===== src/rtl/memory_access_stage.sv =====
// Memory-stage controller: accepts LW/SW/PUSH/POP requests, drives a registered-read
// data memory, owns the stack pointer and reports address/stack faults.
module memory_access_stage #(
  parameter int unsigned MEM_DEPTH = 256,
  parameter int unsigned STACK_TOP = 256
) (
  input  logic        clock,
  input  logic        reset,
  input  logic        req_valid,
  output logic        req_ready,
  input  logic [1:0]  req_op,
  input  logic [31:0] req_address,
  input  logic [31:0] req_store_data,
  input  logic [2:0]  req_dest_reg,
  output logic [31:0] mem_address,
  output logic [31:0] mem_write_data,
  input  logic [31:0] mem_read_data,
  output logic        mem_write_enable,
  output logic        mem_read_enable,
  output logic        resp_valid,
  output logic [31:0] resp_data,
  output logic [2:0]  resp_dest_reg,
  output logic        resp_is_load,
  output logic        fault,
  output logic [1:0]  fault_code,
  output logic [31:0] stack_pointer
);

  localparam logic [1:0] OP_LW   = 2'b00;
  localparam logic [1:0] OP_SW   = 2'b01;
  localparam logic [1:0] OP_PUSH = 2'b10;
  localparam logic [1:0] OP_POP  = 2'b11;

  localparam logic [1:0] FAULT_NONE  = 2'b00;
  localparam logic [1:0] FAULT_RANGE = 2'b01;
  localparam logic [1:0] FAULT_OVER  = 2'b10;
  localparam logic [1:0] FAULT_UNDER = 2'b11;

  typedef enum logic [1:0] {IDLE, ACCESS, WAIT} state_t;

  state_t      state, state_next;
  logic        accept;
  logic        is_load_op;
  logic [31:0] eff_address;
  logic [1:0]  check_code;
  logic        load_q;
  logic [2:0]  dest_q;

  assign req_ready  = (state == IDLE);
  assign accept     = req_valid && req_ready;
  assign is_load_op = (req_op == OP_LW) || (req_op == OP_POP);

  always_comb begin
    eff_address = req_address;
    check_code  = FAULT_NONE;
    case (req_op)
      OP_LW, OP_SW: begin
        if (req_address >= MEM_DEPTH) check_code = FAULT_RANGE;
      end
      OP_PUSH: begin
        eff_address = stack_pointer - 32'd1;
        if (stack_pointer == '0) check_code = FAULT_OVER;
      end
      default: begin
        eff_address = stack_pointer;
        if (stack_pointer == STACK_TOP) check_code = FAULT_UNDER;
      end
    endcase
  end

  always_comb begin
    state_next = state;
    case (state)
      IDLE:    if (accept && check_code == FAULT_NONE) state_next = ACCESS;
      ACCESS:  state_next = load_q ? WAIT : IDLE;
      WAIT:    state_next = IDLE;
      default: state_next = IDLE;
    endcase
  end

  always_ff @(posedge clock) begin
    if (reset) state <= IDLE;
    else       state <= state_next;
  end

  // Enables and response fields default low every cycle so each is a single-cycle pulse.
  always_ff @(posedge clock) begin
    if (reset) begin
      mem_address      <= '0;
      mem_write_data   <= '0;
      mem_write_enable <= 1'b0;
      mem_read_enable  <= 1'b0;
      resp_valid       <= 1'b0;
      resp_data        <= '0;
      resp_dest_reg    <= '0;
      resp_is_load     <= 1'b0;
      fault            <= 1'b0;
      fault_code       <= FAULT_NONE;
      stack_pointer    <= STACK_TOP;
      load_q           <= 1'b0;
      dest_q           <= '0;
    end else begin
      mem_write_enable <= 1'b0;
      mem_read_enable  <= 1'b0;
      resp_valid       <= 1'b0;
      resp_data        <= '0;
      resp_dest_reg    <= '0;
      resp_is_load     <= 1'b0;
      fault            <= 1'b0;
      fault_code       <= FAULT_NONE;
      case (state)
        IDLE: begin
          if (accept) begin
            dest_q <= req_dest_reg;
            load_q <= is_load_op;
            if (check_code != FAULT_NONE) begin
              resp_valid    <= 1'b1;
              resp_dest_reg <= req_dest_reg;
              fault         <= 1'b1;
              fault_code    <= check_code;
            end else begin
              mem_address      <= eff_address;
              mem_write_data   <= req_store_data;
              mem_write_enable <= !is_load_op;
              mem_read_enable  <= is_load_op;
              if (req_op == OP_PUSH) stack_pointer <= stack_pointer - 32'd1;
              if (req_op == OP_POP)  stack_pointer <= stack_pointer + 32'd1;
            end
          end
        end
        ACCESS: begin
          if (!load_q) begin
            resp_valid    <= 1'b1;
            resp_dest_reg <= dest_q;
          end
        end
        WAIT: begin
          resp_valid    <= 1'b1;
          resp_data     <= mem_read_data;
          resp_dest_reg <= dest_q;
          resp_is_load  <= 1'b1;
        end
        default: ;
      endcase
    end
  end

endmodule


===== config.mk =====
export PLATFORM = sky130hd
export DESIGN_NAME = memory_access_stage
export DESIGN_NICKNAME = d
export VERILOG_FILES = /design/src/rtl/memory_access_stage.sv
export SDC_FILE = /design/constraint.sdc
export NUM_CORES = 1
export LEC_CHECK = 0
export ABC_CLOCK_PERIOD_IN_PS = 6600
export CORE_MARGIN = 2
export CORE_UTILIZATION = 35
export CTS_CLUSTER_DIAMETER = 120
export CTS_CLUSTER_SIZE = 16
export DETAILED_ROUTE_END_ITERATION = 6
export PLACE_DENSITY_LB_ADDON = 0.15
export SETUP_SLACK_MARGIN = 0.05
export SKIP_CTS_REPAIR_TIMING = 1
export SLEW_MARGIN = 10
export SYNTH_ARGS = -nofsm -noshare
export SYNTH_HDL_FRONTEND = slang
export SYNTH_SLANG_ARGS = --single-unit
export TNS_END_PERCENT = 5

===== constraint.sdc =====
create_clock -name clock -period 6.6 [get_ports clock]
set_input_delay 0.99 -clock clock [delete_from_list [all_inputs] [get_ports clock]]
set_output_delay 0.99 -clock clock [all_outputs]
set_load 0.005 [all_outputs]

Word level (Yosys, flattened, before mapping):

Cells that the tools add are included.

* flip-flop bits (word level): 144
* input bits: 104
* output and inout port bits: 139
* logic and storage cells: 65

* $add $sub $neg: 2
* $lt $le $gt $ge: 1
* eq/ne operators: 7
* multiplexer cells: 19
* bitwise gates (word level): 4
* reductions and logical operators: 18

Operators with widths (number)
* 32-bit 2-to-1 mux: 2
* 32-bit case mux with 2 select lines: 1
* 32-bit by 1-bit adder with 32-bit output (second input constant): 1
* 32-bit by 9-bit == test with 1-bit output (second input constant): 1
* 32-bit by 9-bit >= comparator with 1-bit output (second input constant): 1
* 32-bit logical NOT: 1
* 32-bit by 1-bit subtractor with 32-bit output (second input constant): 1
* 3-bit 2-to-1 mux: 3
* 3-bit case mux with 3 select lines: 1
* 2-bit 2-to-1 mux: 4
* 2-bit case mux with 2 select lines: 2
* 4-bit OR reduction: 2
* 2-bit == test (second input constant): 3
* 2-bit logical NOT: 3
* 2-bit OR reduction: 3
* 1-bit 2-to-1 mux: 5
* 2-bit by 1-bit == test with 1-bit output (second input constant): 2
* 1-bit inverter: 4
* 4-bit AND reduction: 1
* 2-bit nonzero test: 2
* 1-bit case mux with 3 select lines: 1
* 3-bit AND reduction: 1
* 1-bit logical AND: 2
* 2-bit by 1-bit inequality test with 1-bit output (second input constant): 1
* 3 further kinds: 3

Longest topological paths before layout:

* depth after elaboration: 7
* gate-level depth with buffers: 11
* mapped depth without buffers: 8

Worst setup path after synthesis:

OpenSTA, ideal clock, no wires.

* kind: input port to flip-flop
* start point: in req_op[0]
* end point: reg stack_pointer[16]
* setup time: 0.121 ns
* arrival time: 2.902 ns
* data required time: 6.479 ns
* slack: 3.577 ns
* stages on the path: 11
* path buffers: 3
* path through: inv_1 > ha_1 > clkbuf_1 > nor3b_1 > o2111ai_1 > nor4_1 > or3_1 > buf_6 > buf_6 > nor2_2 > mux2_4

* longest elaborated chain between the ends: 6
* elaborated cells on any way between the ends: 11
* classes of those cells: 3 x eq/ne; 2 x mux; 1 x bitwise; 5 x reduce/logical

Ends and longest elaborated chain
* from (decl): RTL line 11 `input logic [1:0] req_op,`
* 2-bit by 1-bit == test with 1-bit output / 2-bit logical NOT (equally long branches): RTL line 56 `case (req_op)`
* 2-bit OR reduction
* 2-bit case mux with 2 select lines: RTL line 56
* 2-bit nonzero test: RTL line 116 `if (check_code != FAULT_NONE) begin`
* 1-bit inverter (no source line)
* 4-bit AND reduction (no source line)
* to (signal assigned): RTL line 126 `if (req_op == OP_PUSH) stack_pointer <= stack_pointer - 32'd1;`
* to (signal assigned): RTL line 127 `if (req_op == OP_POP) stack_pointer <= stack_pointer + 32'd1;`
* to (decl): RTL line 26 `output logic [31:0] stack_pointer`

Parallel ways exist; a longest one is shown, timed or not.
A chain may end at the register's enable or synchronous reset.

Worst setup path after layout:

* start point: in req_op[1]
* end point: reg stack_pointer[16]

Same word-level chain as after synthesis.

==> reports/metrics.yaml <==
routed.top_layer: "met4"
grt.total_usage: 0.238
criticalPathCategory: "primary input to flip-flop"
pre_cts_ws_ns: 1.99
p_comb_frac: 0.192
via_count: 7545
grt_first_pass_wirelength_um: 40400
p_leak_nw: 3.65
wirelength_um: 25700
finalCritPeriodShare: 0.640
ys_seq_area_frac: 0.408
drc: 0
setup_viol: 0
clk_path_buf_depth: 2
grt_pass1_vias: 7042
status: "completed"
ys.flop_type: "dfxtp_1"
numClockSinks: 144
drtIter0Drc: 850
arrival_ns: 4.54
irDropWorstVdd_uv: 181
finalMaxSlewViolations: 0
port_buffers: 242
netlist_area_mm2: 0.00707
final_common_cell: "clkdlybuf4s50_1"
dr_wl_met2_um: 12000
yosys_warnings: 0
slowest_stage: "ha_1"
rsz0062_at_grt: "no"
crit_start: "req_op[1]"
p_seq_frac: 0.401
crit_fanout: 25
clk-insertion-delay-late_ns: 0.43
hold_viol: 0
max_stage_delay_ns: 0.69
worstHoldStart: "mem_write_data[23]"
dr.pass1.iters: 5
pin_count: 243
design.core.area_mm2: 0.0197
power.switching_w: 0.000709
fin_skew_ns: 0.0118
pwr-share-clk: 0.407
endpoint_kind: "flip-flop"
antenna_found_initial: 0
hold_path_class: "flip-flop to flip-flop"
cp-start-kind: "primary input"
clkTransAtPathRegs_ns: 0.07
cp_data_required_time_ns: 6.91
m1WireLength_um: 10900
crit-reg2reg-launch: "stack_pointer[2]"
cts_max_level: 4
final_nets: 1204
relSlewSlack: 0.423
fin_crit_ns: 4.23
cp_cell_sequence: "clkdlybuf4s50_1 -> ha_1 -> nor3b_1 -> o2111ai_1 -> nor4_1 -> or3_1 -> buf_4 -> nor2_2 -> mux2_4"
start_util: 0.360
synthDistinctLibCells: 66
wl_per_cell_um: 18.7
gp_congestion: 0.942
via_per_inst: 5.50
area_growth_pct: 44.0
drv_cap: 0
synth_cells: 892
drive_gt1_frac: 0.0714
place_hpwl_um: 18300
tightest_slew_ns: 0.865
synth_edf_count: 0
fill_cells: 1962
mostFrequentLayoutCells: "clkdlybuf4s50_1, dfxtp_1, nand2_1"
worst_slack_ns: 2.37
ant_nets: 0
die_x_um: 146
async_flop_share: 0
p_per_area_mw_per_mm2: 234
cts-root-buf: "clkbuf_16"
p_int_w: 0.00168
cts_tree: "yes"
synth_seq_cells: 144
diodes: 0
wl_met3_um: 2190
grt_max_degree: 83
final.setup.tns_ns: 0
design.die.area_mm2: 0.0214
cts_made_buffers: 17
avgSynthCellArea_um2: 7.93
die_h_um: 146
rows: 51
fmax_ghz: 0.237
grt-ovfl-total: 0
swShare: 0.297
syn-num-nets: 1003
Yosys cell counts (all sizes together) (3+ instances only):
master | number | area share
a221oi | 3 | 0.0037
nor2 | 90 | 0.048
o22ai | 6 | 0.0053
clkbuf | 50 | 0.027
and4 | 4 | 0.0050
and2 | 38 | 0.034
inv | 12 | 0.0064
nor4 | 25 | 0.027
dfxtp | 144 | 0.41
or3 | 18 | 0.016
a22oi | 3 | 0.0032
nand2b | 4 | 0.0035
ha | 7 | 0.012
a21o | 5 | 0.0053
a32oi | 19 | 0.024
nand3 | 17 | 0.013
nor3 | 42 | 0.032
a22o | 3 | 0.0037
and3 | 8 | 0.0071
buf | 23 | 0.020
a311oi | 12 | 0.015
o21a | 3 | 0.0032
a211oi | 12 | 0.013
o21ai | 42 | 0.030
nand4 | 19 | 0.017
a21oi | 86 | 0.065
nand2 | 128 | 0.068
nor2b | 14 | 0.012
o211ai | 3 | 0.0032
a31oi | 9 | 0.0080
or4 | 5 | 0.0058
mux2 | 11 | 0.022
metrics by stage:
stage	cells	power (W)	util	area (µm²)	hold slack (ns)
global route	1371	0.00249	0.518	10200	0.474
floorplan	892	0.00120	-	7070	0.436
finish	1371	0.00238	0.518	10200	0.453
CTS	1371	0.00240	0.518	10200	0.456
detailed placement	1339	0.00143	0.488	9600	0.446
global placement	1339	0.00143	0.488	9600	0.440
power groups by stage:
stage	Combinational [W]	Sequential (W)	Clock, W
2_1_floorplan	0.000233	0.000965	0
3_3_place_gp	0.000453	0.000975	0
3_5_place_dp	0.000455	0.000976	0
4_1_cts	0.000457	0.000956	0.000990
5_1_grt	0.000501	0.000963	0.00103
6_report	0.000458	0.000957	0.000970
layout make-up:
type                            count  area (µm²)  area share
Sequential cell                   144        2880       0.283
Clock inverter                     15         165      0.0162
Inverter                           13        48.8     0.00479
Tap cell                          265         332      0.0325
Timing Repair Buffer              255        2520       0.247
Clock buffer                       17         425      0.0418
Multi-Input combinational cell    662        3820       0.375
layer usage:
layer,global-route usage,vias up
li1,-,3614
met2,0.381,353
met1,0.317,3537
met4,0.0791,0
met5,0,-
met3,0.0563,41
critical path, delay by kind of cell:
kind	cells	cell delay, ns
AND/OR/NAND/NOR	4	1.34
AO/OA/AOI/OAI	1	0.15
multiplexers	1	0.30
buffers and inverters	2	1.05
adder cells (fa/ha/maj)	1	0.69
final timing paths:
check             slack [ns]            endpoint  depth (start not counted)
hold reg to reg         0.45  mem_write_data[23]                          2
setup reg to reg        3.23     mem_address[17]                          6
setup / recovery        2.37   stack_pointer[16]                          9
hold / removal          0.45  mem_write_data[23]                          2
cells by family (layout without fill, tap and decap cells):
logic type,count (synthesis),after routing,synth area share
AND/OR/NAND/NOR,420,420,0.300
AO/OA/AOI/OAI,221,221,0.200
multiplexers,11,11,0.0223
buffers and inverters,86,300,0.0538
XOR/XNOR,3,3,0.00372
adder cells (fa/ha/maj),7,7,0.0124
flip-flops,144,144,0.408
Note: power is estimated with default switching activity, not from simulation.
